===== src/rtl/mopshub_core.sv =====
// Simplified MOPS-Hub core: the downlink serialises e-link frames onto tx and waits for a CAN acknowledge,
// and the uplink deserialises frames from rx and hands them to the e-link writer.
module mopshub_core #(
    parameter int FRAME_W     = 76,
    parameter int BIT_DIV     = 4,
    parameter int ACK_TIMEOUT = 64
) (
    input  logic               clk,
    input  logic               rst,
    output logic               sign_on_sig,
    input  logic [FRAME_W-1:0] data_tra_uplink,
    input  logic               irq_elink,
    output logic               start_read_elink,
    output logic               end_read_elink,
    output logic               buffer_en,
    output logic [4:0]         can_tra_select,
    output logic               tx,
    output logic               send_mes_can_done,
    input  logic               irq_can_tra,
    output logic               end_can_proc,
    output logic               irq,
    output logic               irqstatus,
    input  logic               rx,
    input  logic [4:0]         can_rec_select,
    output logic [FRAME_W-1:0] data_rec_uplink,
    output logic               start_write_elink,
    output logic               send_mes_elink,
    input  logic               end_write_elink,
    input  logic               endwait
);
    localparam int SER_W = FRAME_W + 2;
    localparam int DIV_W = (BIT_DIV > 2) ? $clog2(BIT_DIV) : 1;
    localparam int IDX_W = $clog2(SER_W);
    localparam int ACK_W = $clog2(ACK_TIMEOUT + 1);
    localparam int RXI_W = $clog2(FRAME_W);

    typedef enum logic [2:0] {SIGN_ON, IDLE, READ, LATCH, SEND, ACK_WAIT, DONE} tx_state_t;
    typedef enum logic [2:0] {R_IDLE, R_START, R_DATA, R_STOP, R_WRITE} rx_state_t;

    tx_state_t          r_tx_state, w_tx_next;
    logic               r_sign_on;
    logic [SER_W-1:0]   r_tx_shift;
    logic [DIV_W-1:0]   r_tx_div;
    logic [IDX_W-1:0]   r_tx_idx;
    logic [ACK_W-1:0]   r_ack_cnt;
    logic [4:0]         r_tra_sel;
    logic               r_irq;
    logic               r_irqstatus;
    logic               w_tx_bit_end;
    logic               w_ack_expired;

    always_ff @(posedge clk or posedge rst) begin
        if (rst) r_tx_state <= SIGN_ON;
        else     r_tx_state <= w_tx_next;
    end

    always_comb begin
        w_tx_next     = r_tx_state;
        w_tx_bit_end  = (r_tx_div == DIV_W'(BIT_DIV - 1));
        w_ack_expired = (r_ack_cnt == ACK_W'(ACK_TIMEOUT - 1));
        case (r_tx_state)
            SIGN_ON:  if (r_sign_on) w_tx_next = IDLE;
            IDLE:     if (irq_elink) w_tx_next = READ;
            READ:     w_tx_next = LATCH;
            LATCH:    w_tx_next = SEND;
            SEND:     if (w_tx_bit_end && r_tx_idx == IDX_W'(SER_W - 1)) w_tx_next = ACK_WAIT;
            ACK_WAIT: if (irq_can_tra || w_ack_expired) w_tx_next = DONE;
            DONE:     w_tx_next = IDLE;
            default:  w_tx_next = SIGN_ON;
        endcase
    end

    always_ff @(posedge clk or posedge rst) begin
        if (rst) begin
            r_sign_on   <= 1'b0;
            r_tx_shift  <= '1;
            r_tx_div    <= '0;
            r_tx_idx    <= '0;
            r_ack_cnt   <= '0;
            r_tra_sel   <= '0;
            r_irq       <= 1'b0;
            r_irqstatus <= 1'b0;
        end else begin
            r_sign_on <= (r_tx_state == SIGN_ON) && !r_sign_on;
            case (r_tx_state)
                READ: begin
                    // Start and stop bits are framed around the payload so SEND is a plain shift.
                    r_tx_shift  <= {1'b0, data_tra_uplink, 1'b1};
                    r_tra_sel   <= data_tra_uplink[FRAME_W-1 -: 5];
                    r_tx_div    <= '0;
                    r_tx_idx    <= '0;
                    r_irq       <= 1'b0;
                    r_irqstatus <= 1'b0;
                end
                SEND: begin
                    r_ack_cnt <= '0;
                    if (w_tx_bit_end) begin
                        r_tx_div   <= '0;
                        r_tx_idx   <= r_tx_idx + 1'b1;
                        r_tx_shift <= {r_tx_shift[SER_W-2:0], 1'b1};
                    end else begin
                        r_tx_div <= r_tx_div + 1'b1;
                    end
                end
                ACK_WAIT: begin
                    r_ack_cnt <= r_ack_cnt + 1'b1;
                    if (irq_can_tra) begin
                        r_irq       <= 1'b1;
                        r_irqstatus <= 1'b1;
                    end else if (w_ack_expired) begin
                        r_irq       <= 1'b1;
                        r_irqstatus <= 1'b0;
                    end
                end
                default: ;
            endcase
        end
    end

    assign sign_on_sig       = r_sign_on;
    assign buffer_en         = (r_tx_state == IDLE);
    assign start_read_elink  = (r_tx_state == READ);
    assign end_read_elink    = (r_tx_state == LATCH);
    assign can_tra_select    = r_tra_sel;
    assign tx                = (r_tx_state == SEND) ? r_tx_shift[SER_W-1] : 1'b1;
    assign send_mes_can_done = (r_tx_state == ACK_WAIT) && (r_ack_cnt == '0);
    assign end_can_proc      = (r_tx_state == DONE);
    assign irq               = r_irq;
    assign irqstatus         = r_irqstatus;

    rx_state_t            r_rx_state, w_rx_next;
    logic                 r_rx_s1, r_rx_s2, r_rx_prev;
    logic [DIV_W-1:0]     r_rx_div;
    logic [RXI_W-1:0]     r_rx_idx;
    logic [FRAME_W-6:0]   r_rx_shift;
    logic [FRAME_W-1:0]   r_rec;
    logic                 r_start_write;
    logic                 r_send_mes;
    logic                 w_rx_half;
    logic                 w_rx_full;
    logic                 w_rx_fall;

    always_ff @(posedge clk or posedge rst) begin
        if (rst) r_rx_state <= R_IDLE;
        else     r_rx_state <= w_rx_next;
    end

    always_comb begin
        w_rx_next = r_rx_state;
        w_rx_half = (r_rx_div == DIV_W'(BIT_DIV / 2 - 1));
        w_rx_full = (r_rx_div == DIV_W'(BIT_DIV - 1));
        w_rx_fall = r_rx_prev && !r_rx_s2;
        case (r_rx_state)
            R_IDLE:  if (w_rx_fall) w_rx_next = R_START;
            R_START: if (w_rx_half) w_rx_next = r_rx_s2 ? R_IDLE : R_DATA;
            R_DATA:  if (w_rx_full && r_rx_idx == RXI_W'(FRAME_W - 1)) w_rx_next = R_STOP;
            R_STOP:  if (w_rx_full) w_rx_next = r_rx_s2 ? R_WRITE : R_IDLE;
            R_WRITE: if (end_write_elink || endwait) w_rx_next = R_IDLE;
            default: w_rx_next = R_IDLE;
        endcase
    end

    // The bus-id bits of the incoming frame shift out of the top; can_rec_select replaces them.
    always_ff @(posedge clk or posedge rst) begin
        if (rst) begin
            r_rx_s1       <= 1'b1;
            r_rx_s2       <= 1'b1;
            r_rx_prev     <= 1'b1;
            r_rx_div      <= '0;
            r_rx_idx      <= '0;
            r_rx_shift    <= '0;
            r_rec         <= '0;
            r_start_write <= 1'b0;
            r_send_mes    <= 1'b0;
        end else begin
            r_rx_s1       <= rx;
            r_rx_s2       <= r_rx_s1;
            r_rx_prev     <= r_rx_s2;
            r_start_write <= 1'b0;
            case (r_rx_state)
                R_IDLE: begin
                    r_rx_div <= '0;
                    r_rx_idx <= '0;
                end
                R_START: r_rx_div <= w_rx_half ? '0 : r_rx_div + 1'b1;
                R_DATA: begin
                    if (w_rx_full) begin
                        r_rx_div   <= '0;
                        r_rx_idx   <= r_rx_idx + 1'b1;
                        r_rx_shift <= {r_rx_shift[FRAME_W-7:0], r_rx_s2};
                    end else begin
                        r_rx_div <= r_rx_div + 1'b1;
                    end
                end
                R_STOP: begin
                    r_rx_div <= r_rx_div + 1'b1;
                    if (w_rx_full && r_rx_s2) begin
                        r_rec         <= {can_rec_select, r_rx_shift};
                        r_start_write <= 1'b1;
                        r_send_mes    <= 1'b1;
                    end
                end
                R_WRITE: if (end_write_elink || endwait) r_send_mes <= 1'b0;
                default: ;
            endcase
        end
    end

    assign data_rec_uplink   = r_rec;
    assign start_write_elink = r_start_write;
    assign send_mes_elink    = r_send_mes;

endmodule


===== config.mk =====
export PLATFORM = sky130hd
export DESIGN_NAME = mopshub_core
export DESIGN_NICKNAME = d
export VERILOG_FILES = /design/src/rtl/mopshub_core.sv
export SDC_FILE = /design/constraint.sdc
export NUM_CORES = 1
export LEC_CHECK = 0
export CAP_MARGIN = 0
export CORE_UTILIZATION = 30
export CTS_BUF_LIST = sky130_fd_sc_hd__clkbuf_8
export CTS_CLUSTER_DIAMETER = 150
export DETAILED_ROUTE_END_ITERATION = 10
export PLACE_DENSITY = 0.54
export SETUP_SLACK_MARGIN = 0.3
export SYNTH_ARGS = -nofsm -noshare
export SYNTH_HDL_FRONTEND = slang
export SYNTH_SLANG_ARGS = --single-unit
export TNS_END_PERCENT = 100

===== constraint.sdc =====
create_clock -name clk -period 22.1 [get_ports clk]
set_input_delay 3.315 -clock clk [delete_from_list [all_inputs] [get_ports clk]]
set_output_delay 3.315 -clock clk [all_outputs]
set_load 0.01 [all_outputs]

=== Word-level counts from Yosys, hierarchy flattened ===
Cells that the tools add are included.

* Add/subtract/negate cells: 5
* Equality and inequality tests: 29
* Mux-type cells: 37
* Reduce and logical (&&, ||, !) cells: 27

{| class="wikitable"
|+ Operators with widths
! kind !! count
|-
| $pmux W78 S2 || 1
|-
| $mux W78 || 1
|-
| $pmux W7 S2 || 3
|-
| $mux W3 || 10
|-
| $ne A2 B2 Y1 const B || 12
|-
| $add A7 B1 Y7 const B || 3
|-
| $pmux W3 S7 || 1
|-
| $pmux W3 S5 || 1
|-
| $eq A7 B7 Y1 const B || 2
|-
| $mux W7 || 2
|-
| $eq A3 B2 Y1 const B || 4
|-
| $eq A3 B3 Y1 const B || 4
|-
| $reduce_and A2 Y1 || 5
|-
| $reduce_bool A2 Y1 || 5
|-
| $mux W1 || 9
|-
| $mux W2 || 4
|-
| $pmux W2 S4 || 1
|-
| $eq A7 B6 Y1 const B || 1
|-
| $logic_not A7 Y1 || 1
|-
| $eq A3 B1 Y1 const B || 2
|-
| $logic_and A1 B1 Y1 || 6
|-
| $logic_not A3 Y1 || 2
|-
| $pmux W1 S2 || 3
|-
| $reduce_and A5 Y1 || 1
|-
| 10 further kinds || 14
|}

* Output and inout bits: 92
* Register bits: 269
* Input bits: 88

=== Longest topological paths before layout ===
* Word-level depth: 4
* Mapped depth: 8
* Mapped depth without buffers: 6

=== Least setup slack after synthesis ===
Ideal clock, no wire load.

* Kind: register -> output
* Start point: register r_ack_cnt[0]
* End point: output port send_mes_can_done
* Cell stages (with the launch flop): 5
* Path buffers: 0
* Setup slack: 17.268 ns
* Arrival time: 1.517 ns
* Data required time: 18.785 ns
* Cells stage by stage: dfrtp_1 > inv_1 > ha_1 > or4b_2 > nor4_1

* Word-level cells in the longest chain between the ends: 2

{| class="wikitable"
|+ RTL lines
! what !! RTL line !! text
|-
| from (decl) || 45 || <nowiki>logic [ACK_W-1:0] r_ack_cnt;</nowiki>
|-
| from (signal assigned) || 106 || <nowiki>r_ack_cnt <= r_ack_cnt + 1'b1;</nowiki>
|-
| $logic_not A7 Y1 || 126 || <nowiki>assign send_mes_can_done = (r_tx_state == ACK_WAIT) && (r_ack_cnt == '0);</nowiki>
|-
| $logic_and A1 B1 Y1 || 126 ||
|-
| to (decl) || 18 || <nowiki>output logic send_mes_can_done,</nowiki>
|}

No other way between the ends.

=== Worst setup path in the final report ===
* Start point: register r_tx_state[0]
* End point: output port start_read_elink

* Word-level cells in the longest chain between the ends: 1

{| class="wikitable"
|+ RTL lines
! what !! RTL line !! text
|-
| from (decl) || 40 || <nowiki>tx_state_t r_tx_state, w_tx_next;</nowiki>
|-
| from (signal assigned) || 54 || <nowiki>else r_tx_state <= w_tx_next;</nowiki>
|-
| $eq A3 B2 Y1 || 122 || <nowiki>assign start_read_elink = (r_tx_state == READ);</nowiki>
|-
| to (decl) || 13 || <nowiki>output logic start_read_elink,</nowiki>
|}

No other way between the ends.

==> flow_summary.yaml <==
global_routing:
  grt_max_degree: 143
  grt_overflow: 0
  grt_pass1_wl_mm: 39.8
  track_usage_pct: 12.7
  first_global_vias: 7568
  grt_antenna_before_repair: 0
logic_synthesis:
  synth_area_um2: 11400
  yosys-top-cells-count: "188 x dfrtp_1, 147 x mux2_2, 115 x nand2_1, 80 x dfstp_2, 77 x mux2i_1"
  ys_ff_latch: 268
  synth_top_area_cell: "dfrtp_1"
  yosysSeqAreaShare_pct: 59.7
  syn-num-nets: 978
  post-synth-top-count-cell: "dfrtp_1"
  synth_warnings: 0
  synth.top_cell.area_share_pct: 41.3
  synth-edff-count: 0
  synth_flop_cell: "dfrtp_1"
  synth_cell_types: 50
  avgSynthCellArea_um2: 12.9
  syn_inst: 881
  async_reset_ff_share_pct: 100
  synth_area_leaders: "dfrtp_1 41%, dfstp_2 18%, mux2_2 15%"
clock_tree:
  hold_buffers: 0
  path_clk_slew_ps: 60
  cts_resized: 0
  htreeDepth: 2
  post_cts_buffers: 0
  cts_buffer_depth: 3
  cts-buffers-inserted: 49
  root_buffer: "clkbuf_8"
  clkLatencyLatePin_ps: 570
  cts_sinks: 268
  cts_tree: "done"
cells_and_area:
  drive_above_1_share_pct: 29.1
  n_fill_cell: 3666
  syn_to_final_growth_pct: 27.9
  nets: 1164
  ff_latch_area_um2: 6810
  multi_input_area_um2: 4150
  post-route-util_pct: 38.9
  antenna_cells: 0
  final_cells: 1611
worst_setup_path:
  rr_startpoint: "r_tx_state[0]"
  rr_worst_depth: 5
  crit_slowest_cell: "dfrtp_1"
  cp_num_buf_inv: 2
  path_class: "flip-flop to output pin"
  startpoint: "r_tx_state[0]"
  required_ps: 18780
  cp.depth: 3
  cp_cell_sequence: "or3b_1 -> clkinv_2 -> clkdlybuf4s50_1"
  endpoint: "start_read_elink"
  critPathTopFamily: "buffers and inverters"
  slowest_delay_ps: 650
  ff2ff_setup_slack_ps: 19210
  endpoint_kind: "output pin"
  arrival_ps: 2730
  critPathMaxFanout: 15
  r2r-end: "r_tx_shift[31]"
  cp-start-kind: "flip-flop"
route:
  drtPass1Iterations: 4
  wire_per_inst_um: 14.9
  drc_errors: 0
  drt-initial-drc-count: 238
  antenna_left: 0
  vias: 7170
  wl_mm: 24.1
  viasPerCell: 4.45
sta:
  finalSetupViolCount: 0
  max-slew-margin-rel_pct: 32.8
  holdWs_ps: 356
  rsz0062_at_grt: "no"
  max_freq_mhz: 165
  fin_skew_ps: 28.3
  tightest_slew_ps: 1010
  min_period_over_period_pct: 27.4
  finalSetupTns_ps: 0
  hold_violations: 0
  fin_crit_ps: 6050
  drv_slew: 0
power_and_ir_drop:
  ir_drop_mv: 0.0419
  p_per_area_nw_per_um2: 76.2
  totalPowerFinal_mw: 1.11
  p_leak_nw: 7.36
status:
  status: "completed"
worst_hold_path:
  hold_depth: 0
  hp-class: "flip-flop to flip-flop"
place:
  numPortBuffers: 179
  hpwl_mm: 14.7
  dp_cells: 1527
  place_congestion: 0.806
floorplanning:
  rows: 71
  ios: 180
  initial_core_util_pct: 30.4
  die_x_um: 197
  die_h_um: 197
  die_area_um2: 38800
  coreArea_um2: 37500
flow_run:
  drv_cap: 0
## sequential cells by signal, summed over array words and instances (netlist names)
signal and count:
send_mes_elink 1, r_rx_shift 71, data_rec_uplink 76, r_ack_cnt 7, sign_on_sig 1, r_rx_state 3, r_rx_idx 7, irqstatus 1
r_rx_prev 1, r_rx_s1 1, r_rx_s2 1, irq 1, r_rx_div 2, r_tx_state 3, r_tx_shift 77, can_tra_select 5
start_write_elink 1, r_tx_idx 7, r_tx_div 2
## cell type report
type,count,share of cell area [%]
clock inverters,29,2.21
multi-input cells,549,28.5
clock buffers,55,5.19
inverters,12,0.369
well taps,511,4.39
flip-flops and latches,268,46.7
repair buffers,187,12.7
## metal layers
metal	up-vias	share of wire (%)	track usage, %
met5	-	0	0
met4	0	1.8	3.70
met3	34	8.3	4.95
met2	176	42	18.4
met1	3515	48	17.4
li1	3445	-	-
## layout by cell type, fill, tap and decap left out, drive strengths merged, types with 8 or more instances in the layout
cell type / count
mux2i: 77
nand3: 14
a21oi: 12
clkinv: 9
inv: 24
buf: 8
o21ai: 90
dfrtp: 188
ha: 9
clkbuf: 55
mux2: 147
nand2: 115
clkdlybuf4s50: 179
nor2: 25
dfstp: 80
## worst register-to-register path, stage by stage, from the launching register on
cell and delay [ps]:
dfrtp_1 650, or3b_1 580, clkinv_2 380, a21oi_4 210, buf_4 650, o21ai_0 310
## per-stage QoR
stage	setup WS (ps)	instance area (µm²)
floorplan	11540	11400
global placement	16420	13500
detailed placement	16420	13500
CTS	16030	14600
global route	15870	14600
finish	16050	14600
## logic make-up (layout without fill, tap and decap cells)
| kind of cell | after synthesis | after routing | synth area share (%) |
|---|---|---|---|
| flops | 268 | 268 | 59.7 |
| mux | 224 | 224 | 21.3 |
| simple gates | 186 | 186 | 7.29 |
| compound gates | 121 | 121 | 6.06 |
| buf+inv | 64 | 283 | 3.99 |
| fa+ha+maj | 9 | 9 | 0.988 |
| xor+xnor | 9 | 9 | 0.691 |
## worst min path at each step
stage / from / to
6_report: r_rx_s1 / r_rx_s2
5_1_grt: r_rx_s1 / r_rx_s2
4_1_cts: r_rx_s1 / r_rx_s2
3_5_place_dp: r_rx_s1 / r_rx_s2
3_3_place_gp: r_rx_s1 / r_rx_s2
2_1_floorplan: r_rx_s1 / r_rx_s2
## report_power, final
part	leakage, nW	internal, mW	switching, mW
logic	3.34	0.0397	0.0358
clock network	0.597	0.311	0.214
registers	3.41	0.502	0.0102
total	7.36	0.852	0.260
Note: power is estimated with default switching activity, not from simulation.
